File: src/rtl/fft_axi_master_if.sv
// AXI-style burst channels between the FFT burst master and the FFT core slave port.
interface fft_axi_master_if;
  logic [11:0] AWADDR;
  logic [7:0]  AWLEN;
  logic [2:0]  AWSIZE;
  logic [1:0]  AWBURST;
  logic [1:0]  AWID;
  logic        AWVALID;
  logic        AWREADY;
  logic [15:0] WDATA;
  logic [1:0]  WSTRB;
  logic        WLAST;
  logic        WVALID;
  logic        WREADY;
  logic [1:0]  BID;
  logic        BVALID;
  logic        BREADY;
  logic [11:0] ARADDR;
  logic [7:0]  ARLEN;
  logic [2:0]  ARSIZE;
  logic [1:0]  ARBURST;
  logic [1:0]  ARID;
  logic        ARVALID;
  logic        ARREADY;
  logic [31:0] RDATA;
  logic [1:0]  RID;
  logic        RLAST;
  logic        RVALID;
  logic        RREADY;

  modport master (
    output AWADDR, AWLEN, AWSIZE, AWBURST, AWID, AWVALID, input AWREADY,
    output WDATA, WSTRB, WLAST, WVALID, input WREADY,
    input  BID, BVALID, output BREADY,
    output ARADDR, ARLEN, ARSIZE, ARBURST, ARID, ARVALID, input ARREADY,
    input  RDATA, RID, RLAST, RVALID, output RREADY
  );

  modport slave (
    input  AWADDR, AWLEN, AWSIZE, AWBURST, AWID, AWVALID, output AWREADY,
    input  WDATA, WSTRB, WLAST, WVALID, output WREADY,
    output BID, BVALID, input BREADY,
    input  ARADDR, ARLEN, ARSIZE, ARBURST, ARID, ARVALID, output ARREADY,
    output RDATA, RID, RLAST, RVALID, input RREADY
  );
endinterface

File: src/rtl/fft_axi_master.sv
// Burst master: streams samples into the FFT core with AW/W/B bursts, waits for
// completion, then reads results back with AR/R bursts onto a result stream.
module fft_axi_master #(
  parameter int unsigned MAX_BURST = 256,
  parameter logic [11:0] WR_BASE   = 12'h000,
  parameter logic [11:0] RD_BASE   = 12'h000,
  parameter logic [1:0]  TXN_ID    = 2'b01
) (
  input  logic        clk,
  input  logic        n_Reset,
  input  logic        start,
  input  logic [11:0] cfg_num,
  input  logic        cfg_mac,
  output logic        busy,
  output logic        done,
  output logic        err,
  input  logic        fft_done,
  input  logic [15:0] s_data,
  input  logic        s_valid,
  output logic        s_ready,
  output logic [31:0] m_data,
  output logic        m_valid,
  input  logic        m_ready,
  output logic [11:0] SAMP_NUMBER,
  output logic        MAC_nRADIX,
  fft_axi_master_if.master axi
);

  localparam int unsigned AW = 12;
  localparam int unsigned BW = 9;

  typedef enum logic [2:0] {
    IDLE, WR_ADDR, WR_DATA, WR_RESP, WAIT_FFT, RD_ADDR, RD_DATA, DONE
  } state_e;

  state_e          state_q, state_d;
  logic [AW-1:0]   num_q, num_d;
  logic [AW-1:0]   samp_q, samp_d;
  logic [AW-1:0]   addr_q, addr_d;
  logic [AW-1:0]   rem_q, rem_d;
  logic [BW-1:0]   beats_q, beats_d;
  logic [BW-1:0]   cnt_q, cnt_d;
  logic [7:0]      len_q, len_d;
  logic            mac_q, mac_d;
  logic            busy_q, busy_d;
  logic            done_q, done_d;
  logic            err_q, err_d;
  logic            awvalid_q, awvalid_d;
  logic            arvalid_q, arvalid_d;
  logic            bready_q, bready_d;
  logic            load_burst;
  logic            last_beat_c;
  logic            w_fire_c;
  logic            r_fire_c;

  // Data phases are pure passthrough, gated by state so reset silences them at once
  assign last_beat_c = (cnt_q == (beats_q - BW'(1)));
  assign axi.WVALID  = (state_q == WR_DATA) && s_valid;
  assign s_ready     = (state_q == WR_DATA) && axi.WREADY;
  assign axi.WDATA   = s_data;
  assign axi.WLAST   = (state_q == WR_DATA) && last_beat_c;
  assign axi.WSTRB   = 2'b11;
  assign w_fire_c    = axi.WVALID && axi.WREADY;

  assign m_valid     = (state_q == RD_DATA) && axi.RVALID;
  assign axi.RREADY  = (state_q == RD_DATA) && m_ready;
  assign m_data      = axi.RDATA;
  assign r_fire_c    = m_valid && axi.RREADY;

  assign axi.AWADDR  = addr_q;
  assign axi.AWLEN   = len_q;
  assign axi.AWSIZE  = 3'd1;
  assign axi.AWBURST = 2'b01;
  assign axi.AWID    = TXN_ID;
  assign axi.AWVALID = awvalid_q;
  assign axi.BREADY  = bready_q;
  assign axi.ARADDR  = addr_q;
  assign axi.ARLEN   = len_q;
  assign axi.ARSIZE  = 3'd2;
  assign axi.ARBURST = 2'b01;
  assign axi.ARID    = TXN_ID;
  assign axi.ARVALID = arvalid_q;

  assign busy        = busy_q;
  assign done        = done_q;
  assign err         = err_q;
  assign SAMP_NUMBER = samp_q;
  assign MAC_nRADIX  = mac_q;

  always_comb begin
    state_d    = state_q;
    num_d      = num_q;
    samp_d     = samp_q;
    addr_d     = addr_q;
    rem_d      = rem_q;
    beats_d    = beats_q;
    cnt_d      = cnt_q;
    len_d      = len_q;
    mac_d      = mac_q;
    busy_d     = busy_q;
    done_d     = 1'b0;
    err_d      = err_q;
    awvalid_d  = awvalid_q;
    arvalid_d  = arvalid_q;
    bready_d   = bready_q;
    load_burst = 1'b0;

    case (state_q)
      IDLE: begin
        if (start && (cfg_num != AW'(0))) begin
          num_d      = cfg_num;
          samp_d     = cfg_num;
          mac_d      = cfg_mac;
          err_d      = 1'b0;
          busy_d     = 1'b1;
          addr_d     = WR_BASE;
          rem_d      = cfg_num;
          load_burst = 1'b1;
          awvalid_d  = 1'b1;
          state_d    = WR_ADDR;
        end
      end
      WR_ADDR: begin
        if (axi.AWREADY) begin
          awvalid_d = 1'b0;
          state_d   = WR_DATA;
        end
      end
      WR_DATA: begin
        if (w_fire_c) begin
          cnt_d = cnt_q + BW'(1);
          if (last_beat_c) begin
            bready_d = 1'b1;
            state_d  = WR_RESP;
          end
        end
      end
      WR_RESP: begin
        if (axi.BVALID) begin
          bready_d = 1'b0;
          if (axi.BID != TXN_ID) err_d = 1'b1;
          addr_d = addr_q + AW'({beats_q, 1'b0});
          rem_d  = rem_q - AW'(beats_q);
          if (rem_d != AW'(0)) begin
            load_burst = 1'b1;
            awvalid_d  = 1'b1;
            state_d    = WR_ADDR;
          end else begin
            state_d = WAIT_FFT;
          end
        end
      end
      WAIT_FFT: begin
        if (fft_done) begin
          addr_d     = RD_BASE;
          rem_d      = num_q;
          load_burst = 1'b1;
          arvalid_d  = 1'b1;
          state_d    = RD_ADDR;
        end
      end
      RD_ADDR: begin
        if (axi.ARREADY) begin
          arvalid_d = 1'b0;
          state_d   = RD_DATA;
        end
      end
      RD_DATA: begin
        // The beat counter ends the burst; a misplaced RLAST only flags an error
        if (r_fire_c) begin
          cnt_d = cnt_q + BW'(1);
          if (axi.RID != TXN_ID) err_d = 1'b1;
          if (axi.RLAST != last_beat_c) err_d = 1'b1;
          if (last_beat_c) begin
            addr_d = addr_q + AW'({beats_q, 2'b00});
            rem_d  = rem_q - AW'(beats_q);
            if (rem_d != AW'(0)) begin
              load_burst = 1'b1;
              arvalid_d  = 1'b1;
              state_d    = RD_ADDR;
            end else begin
              done_d  = 1'b1;
              busy_d  = 1'b0;
              state_d = DONE;
            end
          end
        end
      end
      DONE: state_d = IDLE;
      default: state_d = IDLE;
    endcase

    if (load_burst) begin
      beats_d = (rem_d > AW'(MAX_BURST)) ? BW'(MAX_BURST) : BW'(rem_d);
      len_d   = 8'(beats_d - BW'(1));
      cnt_d   = BW'(0);
    end
  end

  always_ff @(posedge clk or negedge n_Reset) begin
    if (!n_Reset) begin
      state_q   <= IDLE;
      num_q     <= '0;
      samp_q    <= '0;
      addr_q    <= '0;
      rem_q     <= '0;
      beats_q   <= '0;
      cnt_q     <= '0;
      len_q     <= '0;
      mac_q     <= 1'b0;
      busy_q    <= 1'b0;
      done_q    <= 1'b0;
      err_q     <= 1'b0;
      awvalid_q <= 1'b0;
      arvalid_q <= 1'b0;
      bready_q  <= 1'b0;
    end else begin
      state_q   <= state_d;
      num_q     <= num_d;
      samp_q    <= samp_d;
      addr_q    <= addr_d;
      rem_q     <= rem_d;
      beats_q   <= beats_d;
      cnt_q     <= cnt_d;
      len_q     <= len_d;
      mac_q     <= mac_d;
      busy_q    <= busy_d;
      done_q    <= done_d;
      err_q     <= err_d;
      awvalid_q <= awvalid_d;
      arvalid_q <= arvalid_d;
      bready_q  <= bready_d;
    end
  end

endmodule
File: src/flat_wrapper.sv
// flat-port wrapper written by rule: the top's interface ports become plain ports
module fft_axi_master_flat 
#(
  parameter int unsigned MAX_BURST = 256,
  parameter logic [11:0] WR_BASE   = 12'h000,
  parameter logic [11:0] RD_BASE   = 12'h000,
  parameter logic [1:0]  TXN_ID    = 2'b01
)
  (clk, n_Reset, start, cfg_num, cfg_mac, busy, done, err, fft_done, s_data, s_valid, s_ready, m_data, m_valid, m_ready, SAMP_NUMBER, MAC_nRADIX, axi_AWADDR, axi_AWLEN, axi_AWSIZE, axi_AWBURST, axi_AWID, axi_AWVALID, axi_AWREADY, axi_WDATA, axi_WSTRB, axi_WLAST, axi_WVALID, axi_WREADY, axi_BID, axi_BVALID, axi_BREADY, axi_ARADDR, axi_ARLEN, axi_ARSIZE, axi_ARBURST, axi_ARID, axi_ARVALID, axi_ARREADY, axi_RDATA, axi_RID, axi_RLAST, axi_RVALID, axi_RREADY);
  fft_axi_master_if axi_i ();
  input  logic clk;
  input  logic n_Reset;
  input  logic start;
  input  logic [11:0] cfg_num;
  input  logic cfg_mac;
  output logic busy;
  output logic done;
  output logic err;
  input  logic fft_done;
  input  logic [15:0] s_data;
  input  logic s_valid;
  output logic s_ready;
  output logic [31:0] m_data;
  output logic m_valid;
  input  logic m_ready;
  output logic [11:0] SAMP_NUMBER;
  output logic MAC_nRADIX;
  output wire logic [$bits(axi_i.AWADDR)-1:0] axi_AWADDR;
  output wire logic [$bits(axi_i.AWLEN)-1:0] axi_AWLEN;
  output wire logic [$bits(axi_i.AWSIZE)-1:0] axi_AWSIZE;
  output wire logic [$bits(axi_i.AWBURST)-1:0] axi_AWBURST;
  output wire logic [$bits(axi_i.AWID)-1:0] axi_AWID;
  output wire logic [$bits(axi_i.AWVALID)-1:0] axi_AWVALID;
  input wire logic [$bits(axi_i.AWREADY)-1:0] axi_AWREADY;
  output wire logic [$bits(axi_i.WDATA)-1:0] axi_WDATA;
  output wire logic [$bits(axi_i.WSTRB)-1:0] axi_WSTRB;
  output wire logic [$bits(axi_i.WLAST)-1:0] axi_WLAST;
  output wire logic [$bits(axi_i.WVALID)-1:0] axi_WVALID;
  input wire logic [$bits(axi_i.WREADY)-1:0] axi_WREADY;
  input wire logic [$bits(axi_i.BID)-1:0] axi_BID;
  input wire logic [$bits(axi_i.BVALID)-1:0] axi_BVALID;
  output wire logic [$bits(axi_i.BREADY)-1:0] axi_BREADY;
  output wire logic [$bits(axi_i.ARADDR)-1:0] axi_ARADDR;
  output wire logic [$bits(axi_i.ARLEN)-1:0] axi_ARLEN;
  output wire logic [$bits(axi_i.ARSIZE)-1:0] axi_ARSIZE;
  output wire logic [$bits(axi_i.ARBURST)-1:0] axi_ARBURST;
  output wire logic [$bits(axi_i.ARID)-1:0] axi_ARID;
  output wire logic [$bits(axi_i.ARVALID)-1:0] axi_ARVALID;
  input wire logic [$bits(axi_i.ARREADY)-1:0] axi_ARREADY;
  input wire logic [$bits(axi_i.RDATA)-1:0] axi_RDATA;
  input wire logic [$bits(axi_i.RID)-1:0] axi_RID;
  input wire logic [$bits(axi_i.RLAST)-1:0] axi_RLAST;
  input wire logic [$bits(axi_i.RVALID)-1:0] axi_RVALID;
  output wire logic [$bits(axi_i.RREADY)-1:0] axi_RREADY;
  assign axi_AWADDR = axi_i.AWADDR;
  assign axi_AWLEN = axi_i.AWLEN;
  assign axi_AWSIZE = axi_i.AWSIZE;
  assign axi_AWBURST = axi_i.AWBURST;
  assign axi_AWID = axi_i.AWID;
  assign axi_AWVALID = axi_i.AWVALID;
  assign axi_i.AWREADY = axi_AWREADY;
  assign axi_WDATA = axi_i.WDATA;
  assign axi_WSTRB = axi_i.WSTRB;
  assign axi_WLAST = axi_i.WLAST;
  assign axi_WVALID = axi_i.WVALID;
  assign axi_i.WREADY = axi_WREADY;
  assign axi_i.BID = axi_BID;
  assign axi_i.BVALID = axi_BVALID;
  assign axi_BREADY = axi_i.BREADY;
  assign axi_ARADDR = axi_i.ARADDR;
  assign axi_ARLEN = axi_i.ARLEN;
  assign axi_ARSIZE = axi_i.ARSIZE;
  assign axi_ARBURST = axi_i.ARBURST;
  assign axi_ARID = axi_i.ARID;
  assign axi_ARVALID = axi_i.ARVALID;
  assign axi_i.ARREADY = axi_ARREADY;
  assign axi_i.RDATA = axi_RDATA;
  assign axi_i.RID = axi_RID;
  assign axi_i.RLAST = axi_RLAST;
  assign axi_i.RVALID = axi_RVALID;
  assign axi_RREADY = axi_i.RREADY;
  fft_axi_master #(.MAX_BURST(MAX_BURST), .WR_BASE(WR_BASE), .RD_BASE(RD_BASE), .TXN_ID(TXN_ID)) u_core (.clk(clk), .n_Reset(n_Reset), .start(start), .cfg_num(cfg_num), .cfg_mac(cfg_mac), .busy(busy), .done(done), .err(err), .fft_done(fft_done), .s_data(s_data), .s_valid(s_valid), .s_ready(s_ready), .m_data(m_data), .m_valid(m_valid), .m_ready(m_ready), .SAMP_NUMBER(SAMP_NUMBER), .MAC_nRADIX(MAC_nRADIX), .axi(axi_i));
endmodule
File: config.mk
export PLATFORM = sky130hd
export DESIGN_NAME = fft_axi_master_flat
export DESIGN_NICKNAME = d
export VERILOG_FILES = /design/src/rtl/fft_axi_master_if.sv /design/src/rtl/fft_axi_master.sv /design/src/flat_wrapper.sv
export SDC_FILE = /design/constraint.sdc
export NUM_CORES = 1
export LEC_CHECK = 0
export BUFFER_PORTS_ARGS = -buffer_cell sky130_fd_sc_hd__buf_2
export CORE_ASPECT_RATIO = 1.25
export CORE_UTILIZATION = 48
export CTS_BUF_LIST = sky130_fd_sc_hd__clkbuf_4 sky130_fd_sc_hd__clkbuf_8
export DETAILED_ROUTE_END_ITERATION = 10
export PLACE_DENSITY = 0.91
export SYNTH_ARGS = -nofsm -noshare
export SYNTH_HDL_FRONTEND = slang
export SYNTH_SLANG_ARGS = --single-unit
export TNS_END_PERCENT = 10
File: constraint.sdc
create_clock -name clk -period 4 [get_ports clk]
set_clock_uncertainty 0.1 [all_clocks]
set_input_delay 0.2 -clock clk [delete_from_list [all_inputs] [get_ports clk]]
set_output_delay 0.2 -clock clk [all_outputs]
set_load 0.05 [all_outputs]
==> results.json <==
{
  "status": "finished, violations left",
  "violations": "negative setup slack",
  "htree_levels": 3,
  "final_cell_mix": "buf_2, buf_4, dfrtp_1",
  "synth_top_family_by_area": "compound AO/OA/AOI/OAI gates",
  "yosys.area_share.adder": 0.0724,
  "placed_cell_area_um2": 6610,
  "coreArea_um2": 12200,
  "cts_sinks": 71,
  "grt_setup_unrepaired": "true",
  "worst_slew_pin_slew_ns": 0.820,
  "hold_viol_final": 0,
  "grt_overflow": 0,
  "start_util": 0.495,
  "clkTransAtPathRegs_ns": 0.08,
  "root_buffer": "clkbuf_8",
  "io_buffers": 90,
  "drv_cap": 0,
  "clockBufferDepth": 2,
  "synthCells": 689,
  "async_reset_ff_frac": 1.00,
  "drtPass1Iterations": 5,
  "avgSynthCellArea_um2": 8.73,
  "setup_viol": 3,
  "synth_top_flop_cell": "dfrtp_1",
  "setup_slack_ns": -0.200,
  "reg2reg_from": "u_core.beats_q[0]",
  "rrSetupSlack_ns": -0.20,
  "critPathLaunchType": "register",
  "reg2reg_depth": 19,
  "antenna_found_initial": 0,
  "ys.warnings.count": 0,
  "synth_compound_area_frac": 0.240,
  "synth-simple-area-share": 0.172,
  "die_height_um": 127,
  "cts_tree": "done",
  "muxShareOfSynthArea": 0.00936,
  "final_nets": 895,
  "vias": 5661,
  "hold_path_class": "in -> reg",
  "arrival_ns": 4.35,
  "endpoint": "u_core.axi.ARLEN[4]",
  "min_period_ns": 4.20,
  "placementRows": 45,
  "detail_route.iter0.violations": 395,
  "avgRoutedWirePerCell_um": 17.3,
  "ys_seq_area_frac": 0.295,
  "track_usage": 0.262,
  "cp_max_fo": 5,
  "via_per_inst": 5.93,
  "fp.dieW_um": 102,
  "die-area_um2": 13000,
  "synth_seq_cells": 71,
  "grt_max_degree": 37,
  "netlist_area_um2": 6010,
  "design_area_um2": 7050,
  "placedCellCount": 923,
  "antennaDiodeCount": 0,
  "wl_um": 16500,
  "period_share": 1.05,
  "ioPinCount": 205,
  "areaGrowthSynthToFinish_pct": 17.3,
  "critPathLaunch": "u_core.beats_q[0]",
  "dp_slack_ns": -0.174,
  "cp-end-kind": "register",
  "layout_commonest_cell": "buf_2",
  "antenna_left": 0,
  "grt_pass1_vias": 5520,
  "synth-edff-count": 0,
  "r2r_end": "u_core.axi.ARLEN[4]",
  "num-fill-cells": 1028,
  "max-slew-margin-rel": 0.453,
  "fin_cells": 954,
  "place_congestion": 0.984,
  "synth_xor_area_frac": 0.0641,
  "cts_made_buffers": 9,
  "dp_hpwl_um": 12600,
  "drc": 0,
  "synth_cell_type_count": 77,
  "clk-insertion-delay-late_ns": 0.38,
  "cp.required_ns": 4.15,
  "drive_gt1_frac": 0.285,
  "criticalPathCategory": "reg -> reg",
  "slew_viol_final": 0,
  "grt_pass1_wl_um": 26400,
  "fmaxAchievable_mhz": 238
}
## through the flow
stage | setup TNS, ns | hold WS [ns] | util
2_1_floorplan | -0.113 | -0.196 | -
3_3_place_gp | -0.0202 | 0.235 | 0.543
3_5_place_dp | -0.318 | 0.246 | 0.543
4_1_cts | -0.133 | 0.00126 | 0.572
5_1_grt | -0.976 | 0.0167 | 0.580
6_report | -0.430 | 0.00696 | 0.580
## repair_timing
item,in CTS,in global routing
gates resized for setup,5,17
endpoints found under the setup margin,3,4
pin swaps,1,9
hold buffers,10,0
buffers inserted,1,4
hold endpoints to repair,44,0
## critical path, cell delays in order, from the launching register on
cell and delay (ns):
dfrtp_2 0.43, inv_2 0.08, ha_4 0.16, nor3b_4 0.22
xnor2_2 0.12, nor4_4 0.44, nand4_4 0.19, buf_6 0.18
mux2i_1 0.12, o221ai_2 0.08, inv_1 0.08, or4_4 0.54
or3_4 0.41, a21oi_4 0.20, nand2_2 0.09, ha_4 0.18
buf_6 0.12, o21a_1 0.12, a31oi_1 0.14, o31ai_1 0.09
## cell families after synthesis
family | count (synthesis)
flops | 71
other cells | 2
mux | 5
buf+inv | 145
compound gates | 200
simple gates | 189
fa+ha+maj | 33
xor+xnor | 44
## final cells by class
type                            count  area, µm²  share of cell area
Multi-Input combinational cell    489       3530               0.501
Sequential cell                    71       1780               0.252
Timing Repair Buffer              179       1180               0.167
Tap cell                          164        205              0.0291
Inverter                           35        134              0.0190
Clock buffer                       10        131              0.0186
Clock inverter                      6       92.6              0.0131
## worst min-delay path by stage
stage	slack (ns)	depth (start not counted)	from	endpoint
CTS	0.001	2	cfg_num[5]	u_core.num_q[5]
global route	0.02	2	cfg_num[6]	u_core.num_q[6]
detailed placement	0.25	1	n_Reset	u_core.axi.ARLEN[0]
floorplan	-0.20	0	n_Reset	u_core.MAC_nRADIX
global placement	0.24	1	n_Reset	u_core.axi.ARLEN[0]
finish	0.007	2	cfg_num[7]	u_core.num_q[7]
## cell usage after synthesis (all sizes together), types with 4 or more instances
library cell,number,area share
a211o,4,0.0058
dfrtp,71,0.30
o21ai,44,0.037
nand2,51,0.032
a21o,9,0.011
nand3,9,0.0075
a31oi,7,0.0073
a21oi,32,0.027
a22oi,8,0.010
inv,35,0.022
clkbuf,18,0.011
nor4,6,0.011
o22ai,4,0.0042
nor2b,7,0.0073
a21boi,4,0.0050
a221o,10,0.017
and3,10,0.010
a211oi,10,0.012
nor3,16,0.013
nor2,38,0.024
xor2,21,0.031
o21a,4,0.0050
nand4,14,0.017
o31ai,5,0.0085
and4,4,0.0058
o21bai,10,0.012
a22o,16,0.023
buf,92,0.11
ha,30,0.062
a41oi,4,0.0058
xnor2,23,0.033
and2,7,0.0073
o211ai,7,0.0087
## state kept, by name, summed over array words and instances, names as in the netlist, 3 cells and up
register	cells
u_core.beats_q	9
u_core.axi.ARADDR	11
u_core.cnt_q	9
u_core.state_q	3
u_core.axi.ARLEN	8
u_core.rem_q	12
u_core.num_q	12
## per-layer routing
metal / vias up / global-route usage / share of wire
met2: 287 / 0.443 / 0.50
met3: 69 / 0.0470 / 0.059
met5: - / 0 / 0
met4: 0 / 0.166 / 0.049
met1: 2686 / 0.302 / 0.39
li1: 2619 / - / -
Power is not shown: default switching activity piles up to over one toggle a cycle in this logic, so the estimate is an artifact.
